[src/rtl/hub75_capture_if.sv]
// rtl/hub75_capture_if.sv - Write-burst bus from the HUB75 capture block to a bit-plane frame store.
interface hub75_capture_if #(
    parameter int ROW_BITS   = 5,
    parameter int COL_BITS   = 6,
    parameter int PLANE_BITS = 3
);
    logic                         wr_valid;
    logic                         wr_ready;
    logic [ROW_BITS+COL_BITS-1:0] wr_addr;
    logic [PLANE_BITS-1:0]        wr_plane;
    logic [5:0]                   wr_data;
    logic                         frame_start;

    modport master (
        output wr_valid, wr_addr, wr_plane, wr_data, frame_start,
        input  wr_ready
    );

    modport slave (
        input  wr_valid, wr_addr, wr_plane, wr_data, frame_start,
        output wr_ready
    );
endinterface

[src/rtl/hub75_capture.sv]
// rtl/hub75_capture.sv - Samples a HUB75 bus into two line banks and replays each line as a write burst.
// Optional HUB75_CAPTURE_STATS_EN adds frame_count and oe_on_cycles outputs.
module hub75_capture #(
    parameter int WIDTH        = 64,
    parameter int CHAIN_LENGTH = 1,
    parameter int ROW_BITS     = 5,
    parameter int COLOR_DEPTH  = 8,
    parameter int PLANE_BITS   = 3
) (
    input  logic display_clock,
    input  logic display_resetn,
    input  logic panel_r0,
    input  logic panel_g0,
    input  logic panel_b0,
    input  logic panel_r1,
    input  logic panel_g1,
    input  logic panel_b1,
    input  logic panel_a,
    input  logic panel_b,
    input  logic panel_c,
    input  logic panel_d,
    input  logic panel_e,
    input  logic panel_clk,
    input  logic panel_stb,
    input  logic panel_oe,
    hub75_capture_if.master wr,
    output logic overrun,
    output logic short_line
`ifdef HUB75_CAPTURE_STATS_EN
    ,
    output logic [15:0] frame_count,
    output logic [23:0] oe_on_cycles
`endif
);
    localparam int LINE     = WIDTH * CHAIN_LENGTH;
    localparam int COL_BITS = $clog2(LINE);
    localparam int CNT_BITS = $clog2(LINE + 1);
    localparam logic [CNT_BITS-1:0]   LINE_CNT  = CNT_BITS'(LINE);
    localparam logic [PLANE_BITS-1:0] MAX_PLANE = PLANE_BITS'(COLOR_DEPTH - 1);

    typedef enum logic {IDLE, BURST} state_t;

    // {stb, clk, e..a, r1,g1,b1,r0,g0,b0}
    logic [12:0] sync1, sync2;
    logic        prev_clk, prev_stb;
    logic        clk_rise, stb_rise;
    logic [5:0]  s_color;
    logic [ROW_BITS-1:0] s_row;

    logic [CNT_BITS-1:0] col;
    logic                line_drop;
    logic                fill_sel, drain_sel;
    logic [1:0]          bank_full;
    logic [1:0][ROW_BITS-1:0]   bank_row;
    logic [1:0][PLANE_BITS-1:0] bank_plane;
    logic [1:0][CNT_BITS-1:0]   bank_count;
    logic [5:0]          bank_mem [2][LINE];
    logic [ROW_BITS-1:0] last_row;
    logic [PLANE_BITS-1:0] plane, plane_next;
    logic [COL_BITS-1:0] d;

    logic                col_write, mem_we;
    logic [CNT_BITS-1:0] line_count;
    logic                last_beat, free_bank;
    state_t              state, state_d;

    logic                        valid_c, fs_c;
    logic [ROW_BITS+COL_BITS-1:0] addr_c;
    logic [PLANE_BITS-1:0]       plane_c;
    logic [5:0]                  data_c;

    assign s_color  = sync2[5:0];
    assign s_row    = ROW_BITS'(sync2[10:6]);
    assign clk_rise = sync2[11] & ~prev_clk;
    assign stb_rise = sync2[12] & ~prev_stb;

    // Column count keeps running while the fill bank is occupied so short lines are still flagged.
    assign col_write  = clk_rise && (col != LINE_CNT);
    assign mem_we     = col_write && !bank_full[fill_sel];
    assign line_count = col + CNT_BITS'(col_write);
    assign last_beat  = (CNT_BITS'(d) == bank_count[drain_sel] - CNT_BITS'(1));

    always_comb begin
        plane_next = '0;
        if (s_row == last_row)
            plane_next = (plane == MAX_PLANE) ? plane : plane + PLANE_BITS'(1);
    end

    always_ff @(posedge display_clock or negedge display_resetn) begin
        if (!display_resetn) begin
            sync1    <= '0;
            sync2    <= '0;
            prev_clk <= 1'b0;
            prev_stb <= 1'b0;
        end else begin
            sync1    <= {panel_stb, panel_clk, panel_e, panel_d, panel_c, panel_b, panel_a,
                         panel_r1, panel_g1, panel_b1, panel_r0, panel_g0, panel_b0};
            sync2    <= sync1;
            prev_clk <= sync2[11];
            prev_stb <= sync2[12];
        end
    end

    always_ff @(posedge display_clock) begin
        if (mem_we)
            bank_mem[fill_sel][col[COL_BITS-1:0]] <= s_color;
    end

    always_ff @(posedge display_clock or negedge display_resetn) begin
        if (!display_resetn)
            state <= IDLE;
        else
            state <= state_d;
    end

    always_comb begin
        state_d   = state;
        free_bank = 1'b0;
        valid_c   = 1'b0;
        fs_c      = 1'b0;
        addr_c    = '0;
        plane_c   = '0;
        data_c    = '0;
        case (state)
            IDLE: begin
                if (bank_full[drain_sel]) begin
                    if (bank_count[drain_sel] == '0)
                        free_bank = 1'b1;
                    else
                        state_d = BURST;
                end
            end
            BURST: begin
                valid_c = 1'b1;
                addr_c  = {bank_row[drain_sel], d};
                plane_c = bank_plane[drain_sel];
                data_c  = bank_mem[drain_sel][d];
                fs_c    = (d == '0) && (bank_row[drain_sel] == '0) && (bank_plane[drain_sel] == '0);
                if (wr.wr_ready && last_beat) begin
                    free_bank = 1'b1;
                    state_d   = IDLE;
                end
            end
            default: state_d = IDLE;
        endcase
    end

    assign wr.wr_valid    = valid_c;
    assign wr.wr_addr     = addr_c;
    assign wr.wr_plane    = plane_c;
    assign wr.wr_data     = data_c;
    assign wr.frame_start = fs_c;

    always_ff @(posedge display_clock or negedge display_resetn) begin
        if (!display_resetn) begin
            col        <= '0;
            line_drop  <= 1'b0;
            fill_sel   <= 1'b0;
            drain_sel  <= 1'b0;
            bank_full  <= '0;
            bank_row   <= '0;
            bank_plane <= '0;
            bank_count <= '0;
            last_row   <= '1;
            plane      <= '0;
            d          <= '0;
            overrun    <= 1'b0;
            short_line <= 1'b0;
        end else begin
            if (state == BURST && wr.wr_ready)
                d <= last_beat ? '0 : d + COL_BITS'(1);

            if (free_bank) begin
                bank_full[drain_sel] <= 1'b0;
                drain_sel            <= ~drain_sel;
            end

            if (col_write)
                col <= col + CNT_BITS'(1);
            if (clk_rise && bank_full[fill_sel])
                line_drop <= 1'b1;

            // Banks are filled and drained in strict alternation, so drain_sel always holds the oldest line.
            if (stb_rise) begin
                last_row  <= s_row;
                plane     <= plane_next;
                col       <= '0;
                line_drop <= 1'b0;
                if (line_count != LINE_CNT)
                    short_line <= 1'b1;
                if (bank_full[fill_sel] || line_drop) begin
                    overrun <= 1'b1;
                end else begin
                    bank_full[fill_sel]  <= 1'b1;
                    bank_row[fill_sel]   <= s_row;
                    bank_plane[fill_sel] <= plane_next;
                    bank_count[fill_sel] <= line_count;
                    fill_sel             <= ~fill_sel;
                end
            end
        end
    end

`ifdef HUB75_CAPTURE_STATS_EN
    logic [1:0]  oe_sync;
    logic [23:0] oe_run;

    always_ff @(posedge display_clock or negedge display_resetn) begin
        if (!display_resetn) begin
            oe_sync      <= '0;
            oe_run       <= '0;
            oe_on_cycles <= '0;
            frame_count  <= '0;
        end else begin
            oe_sync <= {oe_sync[0], panel_oe};
            if (fs_c && wr.wr_ready)
                frame_count <= frame_count + 16'd1;
            if (stb_rise) begin
                oe_on_cycles <= oe_run + 24'(!oe_sync[1]);
                oe_run       <= '0;
            end else if (!oe_sync[1]) begin
                oe_run <= oe_run + 24'd1;
            end
        end
    end
`else
    logic unused_oe;
    assign unused_oe = panel_oe;
`endif
endmodule

[src/flat_wrapper.sv]
// flat-port wrapper written by rule: the top's interface ports become plain ports
module hub75_capture_flat 
#(
    parameter int WIDTH        = 64,
    parameter int CHAIN_LENGTH = 1,
    parameter int ROW_BITS     = 5,
    parameter int COLOR_DEPTH  = 8,
    parameter int PLANE_BITS   = 3
)
  (display_clock, display_resetn, panel_r0, panel_g0, panel_b0, panel_r1, panel_g1, panel_b1, panel_a, panel_b, panel_c, panel_d, panel_e, panel_clk, panel_stb, panel_oe, overrun, short_line, wr_wr_valid, wr_wr_addr, wr_wr_plane, wr_wr_data, wr_frame_start, wr_wr_ready);
  hub75_capture_if #(.ROW_BITS(ROW_BITS), .COL_BITS(6), .PLANE_BITS(PLANE_BITS)) wr_i ();
  input  logic display_clock;
  input  logic display_resetn;
  input  logic panel_r0;
  input  logic panel_g0;
  input  logic panel_b0;
  input  logic panel_r1;
  input  logic panel_g1;
  input  logic panel_b1;
  input  logic panel_a;
  input  logic panel_b;
  input  logic panel_c;
  input  logic panel_d;
  input  logic panel_e;
  input  logic panel_clk;
  input  logic panel_stb;
  input  logic panel_oe;
  output logic overrun;
  output logic short_line;
  output wire logic [$bits(wr_i.wr_valid)-1:0] wr_wr_valid;
  output wire logic [$bits(wr_i.wr_addr)-1:0] wr_wr_addr;
  output wire logic [$bits(wr_i.wr_plane)-1:0] wr_wr_plane;
  output wire logic [$bits(wr_i.wr_data)-1:0] wr_wr_data;
  output wire logic [$bits(wr_i.frame_start)-1:0] wr_frame_start;
  input wire logic [$bits(wr_i.wr_ready)-1:0] wr_wr_ready;
  assign wr_wr_valid = wr_i.wr_valid;
  assign wr_wr_addr = wr_i.wr_addr;
  assign wr_wr_plane = wr_i.wr_plane;
  assign wr_wr_data = wr_i.wr_data;
  assign wr_frame_start = wr_i.frame_start;
  assign wr_i.wr_ready = wr_wr_ready;
  hub75_capture #(.WIDTH(WIDTH), .CHAIN_LENGTH(CHAIN_LENGTH), .ROW_BITS(ROW_BITS), .COLOR_DEPTH(COLOR_DEPTH), .PLANE_BITS(PLANE_BITS)) u_core (.display_clock(display_clock), .display_resetn(display_resetn), .panel_r0(panel_r0), .panel_g0(panel_g0), .panel_b0(panel_b0), .panel_r1(panel_r1), .panel_g1(panel_g1), .panel_b1(panel_b1), .panel_a(panel_a), .panel_b(panel_b), .panel_c(panel_c), .panel_d(panel_d), .panel_e(panel_e), .panel_clk(panel_clk), .panel_stb(panel_stb), .panel_oe(panel_oe), .wr(wr_i), .overrun(overrun), .short_line(short_line));
endmodule
[config.mk]
export PLATFORM = sky130hd
export DESIGN_NAME = hub75_capture_flat
export DESIGN_NICKNAME = d
export VERILOG_FILES = /design/src/rtl/hub75_capture_if.sv /design/src/rtl/hub75_capture.sv /design/src/flat_wrapper.sv
export SDC_FILE = /design/constraint.sdc
export NUM_CORES = 1
export LEC_CHECK = 0
export CAP_MARGIN = 20
export CORE_MARGIN = 2
export CORE_UTILIZATION = 45
export DETAILED_ROUTE_END_ITERATION = 10
export SYNTH_ARGS = -nofsm -noshare
export SYNTH_HDL_FRONTEND = slang
export SYNTH_SLANG_ARGS = --single-unit
export TNS_END_PERCENT = 5
[constraint.sdc]
create_clock -name display_clock -period 4.68 [get_ports display_clock]
set_clock_uncertainty 0.15 [all_clocks]
set_input_delay 0.936 -clock display_clock [delete_from_list [all_inputs] [get_ports display_clock]]
set_output_delay 0.936 -clock display_clock [all_outputs]
set_load 0.1 [all_outputs]
# Yosys cells after proc, flatten, opt, wreduce, memory -nomap -nowiden
# Memory sizes are Yosys's and may differ from the RTL's.
# Cells that the tools add are included.
word_totals:
  ff_bits: 87
  inputBits: 17
  ramBits: 768
  out_inout_bits: 24
  n_memories: 1
mem_list:
  columns: ["name", "depth", "width", "read_ports", "rd_ports_with_merged_regs", "wr", "line", "rtl"]
  rows:
  - ["u_core.bank_mem", 2, 384, 1, 0, 1, "hub75_capture.sv:57", "logic [5:0] bank_mem [2][LINE];"]
classes:
  magnitude_cmp: 7
  reduce_logical: 21
  bitwise_logic: 13
  n_mux: 53
  n_eq_ne: 5
  addsub: 5
op_table:
  columns: ["op", "n"]
  rows:
  - ["384-bit 2-to-1 mux", 1]
  - ["6-bit binary-select mux with 6-bit select", 1]
  - ["6-bit demux with 6-bit select", 1]
  - ["7-bit 2-to-1 mux", 5]
  - ["6-bit 2-to-1 mux", 5]
  - ["3-bit 2-to-1 mux", 6]
  - ["1-bit 2-to-1 mux", 17]
  - ["5-bit 2-to-1 mux", 3]
  - ["14-bit bitwise mux", 1]
  - ["7-bit >= comparator (second input constant)", 2]
  - ["7-bit != test (second input constant)", 2]
  - ["6-bit inverter with 7-bit output", 2]
  - ["11-bit 2-to-1 mux", 1]
  - ["10-bit bitwise mux", 1]
  - ["1-bit logical AND", 10]
  - ["7-bit by 1-bit adder with 7-bit output", 1]
  - ["7-bit by 1-bit adder with 7-bit output (second input constant)", 1]
  - ["7-bit demux with 1-bit select", 1]
  - ["6-bit by 7-bit equality test with 1-bit output", 1]
  - ["7-bit zero test", 1]
  - ["7-bit by 1-bit < comparator with 1-bit output (second input constant)", 1]
  - ["7-bit by 1-bit subtractor with 7-bit output (second input constant)", 1]
  - ["6-bit by 1-bit adder with 6-bit output (second input constant)", 1]
  - ["6-bit bitwise mux", 1]
  - ["22 further kinds", 37]

# Longest topological paths before layout
logic_depth:
  word_depth: 11
  ltp_mapped: 15
  ltp_nobuf: 11

# Worst setup path after synthesis
# Ideal clock, no wire load.
synth_timing:
  path_type: "reg2out"
  from: "register u_core.drain_sel"
  to: "output port wr_frame_start"
  path_stages_with_launch: 9
  path_buffers: 6
  path_slack_ns: -0.887
  required_ns: 3.594
  t_arrival_ns: 4.481
  cell_sequence: "dfrtp_1 -> buf_6 -> buf_6 -> buf_2 -> buf_4 -> buf_2 -> buf_2 -> a22oi_1 -> nor4_1"
synth_between:
  elab_chain_len: 6
synth_lines:
  columns: ["element", "line", "rtl"]
  rows:
  - ["from (decl)", "hub75_capture.sv:52", "logic fill_sel, drain_sel;"]
  - ["from (signal assigned)", "hub75_capture.sv:175", "drain_sel <= ~drain_sel;"]
  - ["5-bit 2-to-1 mux (implied by the code) (2 in series)", "hub75_capture.sv:138", "fs_c = (d == '0) && (bank_row[drain_sel] == '0) && (bank_plane[drain_sel] == '0);"]
  - ["5-bit zero test", "hub75_capture.sv:138", null]
  - ["1-bit logical AND", "hub75_capture.sv:138", null]
  - ["1-bit logical AND *", "hub75_capture.sv:138", null]
  - ["1-bit 2-to-1 mux *", "hub75_capture.sv:124", "case (state)"]
  - ["to (decl)", "flat_wrapper.sv:34", "output wire logic [$bits(wr_i.frame_start)-1:0] wr_frame_start;"]
# Every way passes the cells marked *; elsewhere a longest branch is shown, timed or not. The select of a mux whose other input is x is not followed.

# Worst setup path in the final report
layout_timing:
  from: "register u_core.d[1]"
  to: "output port wr_wr_data[1]"
layout_between:
  elab_chain_len: 5
layout_lines:
  columns: ["element", "line", "rtl"]
  rows:
  - ["from (decl)", "hub75_capture.sv:60", "logic [COL_BITS-1:0] d;"]
  - ["from (signal assigned)", "hub75_capture.sv:171", "d <= last_beat ? '0 : d + COL_BITS'(1);"]
  - ["6-bit inverter with 7-bit output (implied by the code)", "hub75_capture.sv:137", "data_c = bank_mem[drain_sel][d];"]
  - ["6-bit binary-select mux with 6-bit select", "hub75_capture.sv:137", null]
  - ["6-bit 2-to-1 mux (implied by the code) (2 in series)", "hub75_capture.sv:137", null]
  - ["6-bit 2-to-1 mux", "hub75_capture.sv:124", null]
  - ["to (decl)", "flat_wrapper.sv:33", "output wire logic [$bits(wr_i.wr_data)-1:0] wr_wr_data;"]
# Every way passes these cells. The select of a mux whose other input is x is not followed.

==> qor.yml <==
clkPwrFrac_pct: 36.1
syn-cell-area_um2: 34300
final.min_clock_period_ps: 4620
synth-seq-area-share_pct: 73.7
fin_hold_ws_ps: 53.5
crit_top_cell: "buf_4"
critPathLaunchType: "register"
power.leakage_nw: 15.6
syn_nets: 2191
htree_levels: 3
multiInputGateArea_um2: 8510
dp_hpwl_um: 50400
cts_tree: "built"
synthCells: 2166
numClockSinks: 855
layoutNonFillerInstCount: 3313
grt_pass1_vias: 18900
vias_per_cell: 5.70
slowest_delay_ps: 670
crit_type: "register to output pin"
p_int_mw: 13.3
clkTransAtPathRegs_ps: 60
grt_remaining_overflow: 0
finalHoldViolCount: 0
max-slew-margin-rel_pct: 22.2
n_fill_cell: 6164
diodes: 0
setup_viol: 0
track_usage_pct: 20.5
final_common_cell: "edfxtp_1"
drv_cap: 0
end_kind: "output pin"
avgRoutedWirePerCell_um: 24.4
ys_warn_count: 0
grt_pass1_wl_um: 120000
synthFlopType: "edfxtp_1"
vias: 18900
outcome: "complete, no violations"
layout_setup_ws_ps: 61.0
dieArea_um2: 78400
dp_cells: 3147
start_util_pct: 45.3
layout_common_cells: "edfxtp_1 (768), mux2i_1 (401), a22oi_1 (193), nor2_1 (180), nand3_1 (113)"
cts-root-buf: "clkbuf_16"
drt_iter0_markers: 1864
port-buffer-count: 39
crit_chain: "and2_4, buf_4, a22oi_1, nand3_1, nand4_1, nor2_1, a211oi_1, buf_4, buf_12"
dieWidth_um: 280
grt_max_degree: 88
power_frac_seq_pct: 45.7
coreArea_um2: 75700
ir_drop_v: 0.00123
gp_congestion: 0.851
final_nets: 2290
crit_fanout: 21
synth_edf_count: 768
fmax_mhz: 216
wirelength_um: 80900
post-place-ws_ps: 456
drt_pass1_iterations: 5
fin_crit_sh_pct: 98.7
core.rowCount: 101
antenna_found_initial: 0
ys_async_sr_fraction_pct: 10.2
drc_errors: 0
clk_path_buf_depth: 3
slowest_stage: "dfrtp_1"
worstPathRequired_ps: 3590
power_density_nw_per_um2: 478
p_comb_share_pct: 18.2
cts_made_buffers: 87
area_growth_pct: 14.4
num_io_pins: 41
synth_seq_cells: 855
hold_class: "input pin to asynchronous set/reset pin"
p_switching_mw: 5.38
antenna_left: 0
clk-insertion-delay-late_ps: 640
tightest_slew_ps: 1160
synth.avg_cell_area_um2: 15.8
die_h_um: 280
rrSetupSlack_ps: 540
swShare_pct: 28.7
drive_gt1_share_pct: 11.9
drv_slew: 0
synth_cell_types: 52
seq_area_um2: 25300
critPathArrivalTime_ps: 3530
-- cell type report --
| type | instances | area share (%) |
|---|---|---|
| timing repair buffer | 136 | 3.51 |
| multi-input combinational | 1176 | 21.7 |
| tap | 978 | 3.12 |
| inverter | 9 | 0.0862 |
| clock inverter | 53 | 1.15 |
| sequential | 855 | 64.5 |
| clock buffer | 106 | 5.93 |
-- flip-flops by register name (all words and copies together), names as in the netlist, 3 cells and up --
| signal | cells |
|---|---|
| u_core.col | 7 |
| u_core.d | 6 |
| u_core.plane | 3 |
| u_core.last_row | 5 |
| u_core.sync1 | 13 |
| u_core.bank_count | 14 |
| u_core.bank_row | 10 |
| u_core.sync2 | 13 |
| u_core.bank_mem | 768 |
| u_core.bank_plane | 6 |
-- final timing paths --
check	start	end	cells past startpoint
worst min-delay path	display_resetn	u_core.state	1
max in group asynchronous	display_resetn	u_core.last_row[4]	2
min in group display_clock	u_core.sync1[1]	u_core.sync2[1]	0
worst max-delay path	u_core.d[1]	wr_wr_data[1]	9
worst min register to register	u_core.sync1[1]	u_core.sync2[1]	0
worst max register to register	u_core.drain_sel	u_core.bank_full[1]	9
-- layer usage --
layer | vias up | track usage, % | wire [um]
met2 | 550 | 33.3 | 39000
li1 | 8593 | - | -
met1 | 9657 | 28.5 | 35200
met5 | - | 0 | 0
met4 | 0 | 5.84 | 1720
met3 | 96 | 3.74 | 4950
-- power by group through the flow --
stage / logic, mW / clock network, mW / registers, mW
floorplan: 1.82 / 0 / 8.62
global placement: 3.31 / 0 / 8.70
detailed placement: 3.31 / 0 / 8.71
CTS: 3.35 / 6.86 / 8.55
global route: 3.54 / 7.18 / 8.56
finish: 3.42 / 6.76 / 8.55
-- worst max-delay path, delay by kind of cell (launching register included) --
kind	cells	cell delay, ps
compound gates	2	230
buf+inv	3	630
simple gates	4	1320
flops	1	670
-- kinds of logic (layout without fill, tap and decap cells) --
group | Yosys count | after routing | synth area share, %
multiplexers | 403 | 403 | 11.8
AO/OA/AOI/OAI | 245 | 245 | 5.19
AND/OR/NAND/NOR | 491 | 492 | 6.61
buffers and inverters | 136 | 304 | 1.71
adder cells (fa/ha/maj) | 8 | 8 | 0.292
flip-flops | 855 | 855 | 73.7
XOR/XNOR | 28 | 28 | 0.716
-- what timing repair did --
| action | 4_1_cts | 5_1_grt |
|---|---|---|
| gates cloned | 0 | 1 |
| buffers inserted | 0 | 4 |
| resized for setup | 6 | 0 |
| pin swaps | 1 | 1 |
| hold buffers | 0 | 0 |
| endpoints found under the setup margin | 4 | 7 |
-- through the flow --
step | TNS (ps) | power [mW] | util, % | cell area, um^2
2_1_floorplan | -2040 | 10.4 | - | 34300
3_3_place_gp | 0 | 12.0 | 47.9 | 36300
3_5_place_dp | 0 | 12.0 | 47.9 | 36300
4_1_cts | 0 | 18.8 | 51.6 | 39100
5_1_grt | -0.713 | 19.3 | 51.8 | 39200
6_report | 0 | 18.7 | 51.8 | 39200
-- Yosys cell counts (3+ instances only) --
cell | count | share of area (%)
nor4_1 | 3 | 0.055
xor2_1 | 16 | 0.41
clkbuf_1 | 69 | 0.76
xnor2_1 | 12 | 0.31
a22oi_1 | 193 | 4.2
nor2b_1 | 8 | 0.15
edfxtp_1 | 768 | 67
o32ai_1 | 3 | 0.077
a31oi_1 | 4 | 0.073
nor3b_1 | 3 | 0.066
ha_1 | 8 | 0.29
and2_1 | 7 | 0.13
inv_1 | 9 | 0.099
nand3_1 | 113 | 1.7
nand4_1 | 28 | 0.51
buf_1 | 10 | 0.11
nor3_1 | 18 | 0.26
nand2_1 | 105 | 1.2
nand2b_1 | 5 | 0.091
buf_2 | 45 | 0.66
and3_1 | 4 | 0.073
nor2_1 | 181 | 2.0
a21oi_1 | 16 | 0.23
a211oi_1 | 6 | 0.13
dfstp_2 | 5 | 0.38
mux2i_1 | 401 | 12
o21ai_0 | 13 | 0.19
dfrtp_1 | 82 | 6.0
(Power assumes the default switching activity.)
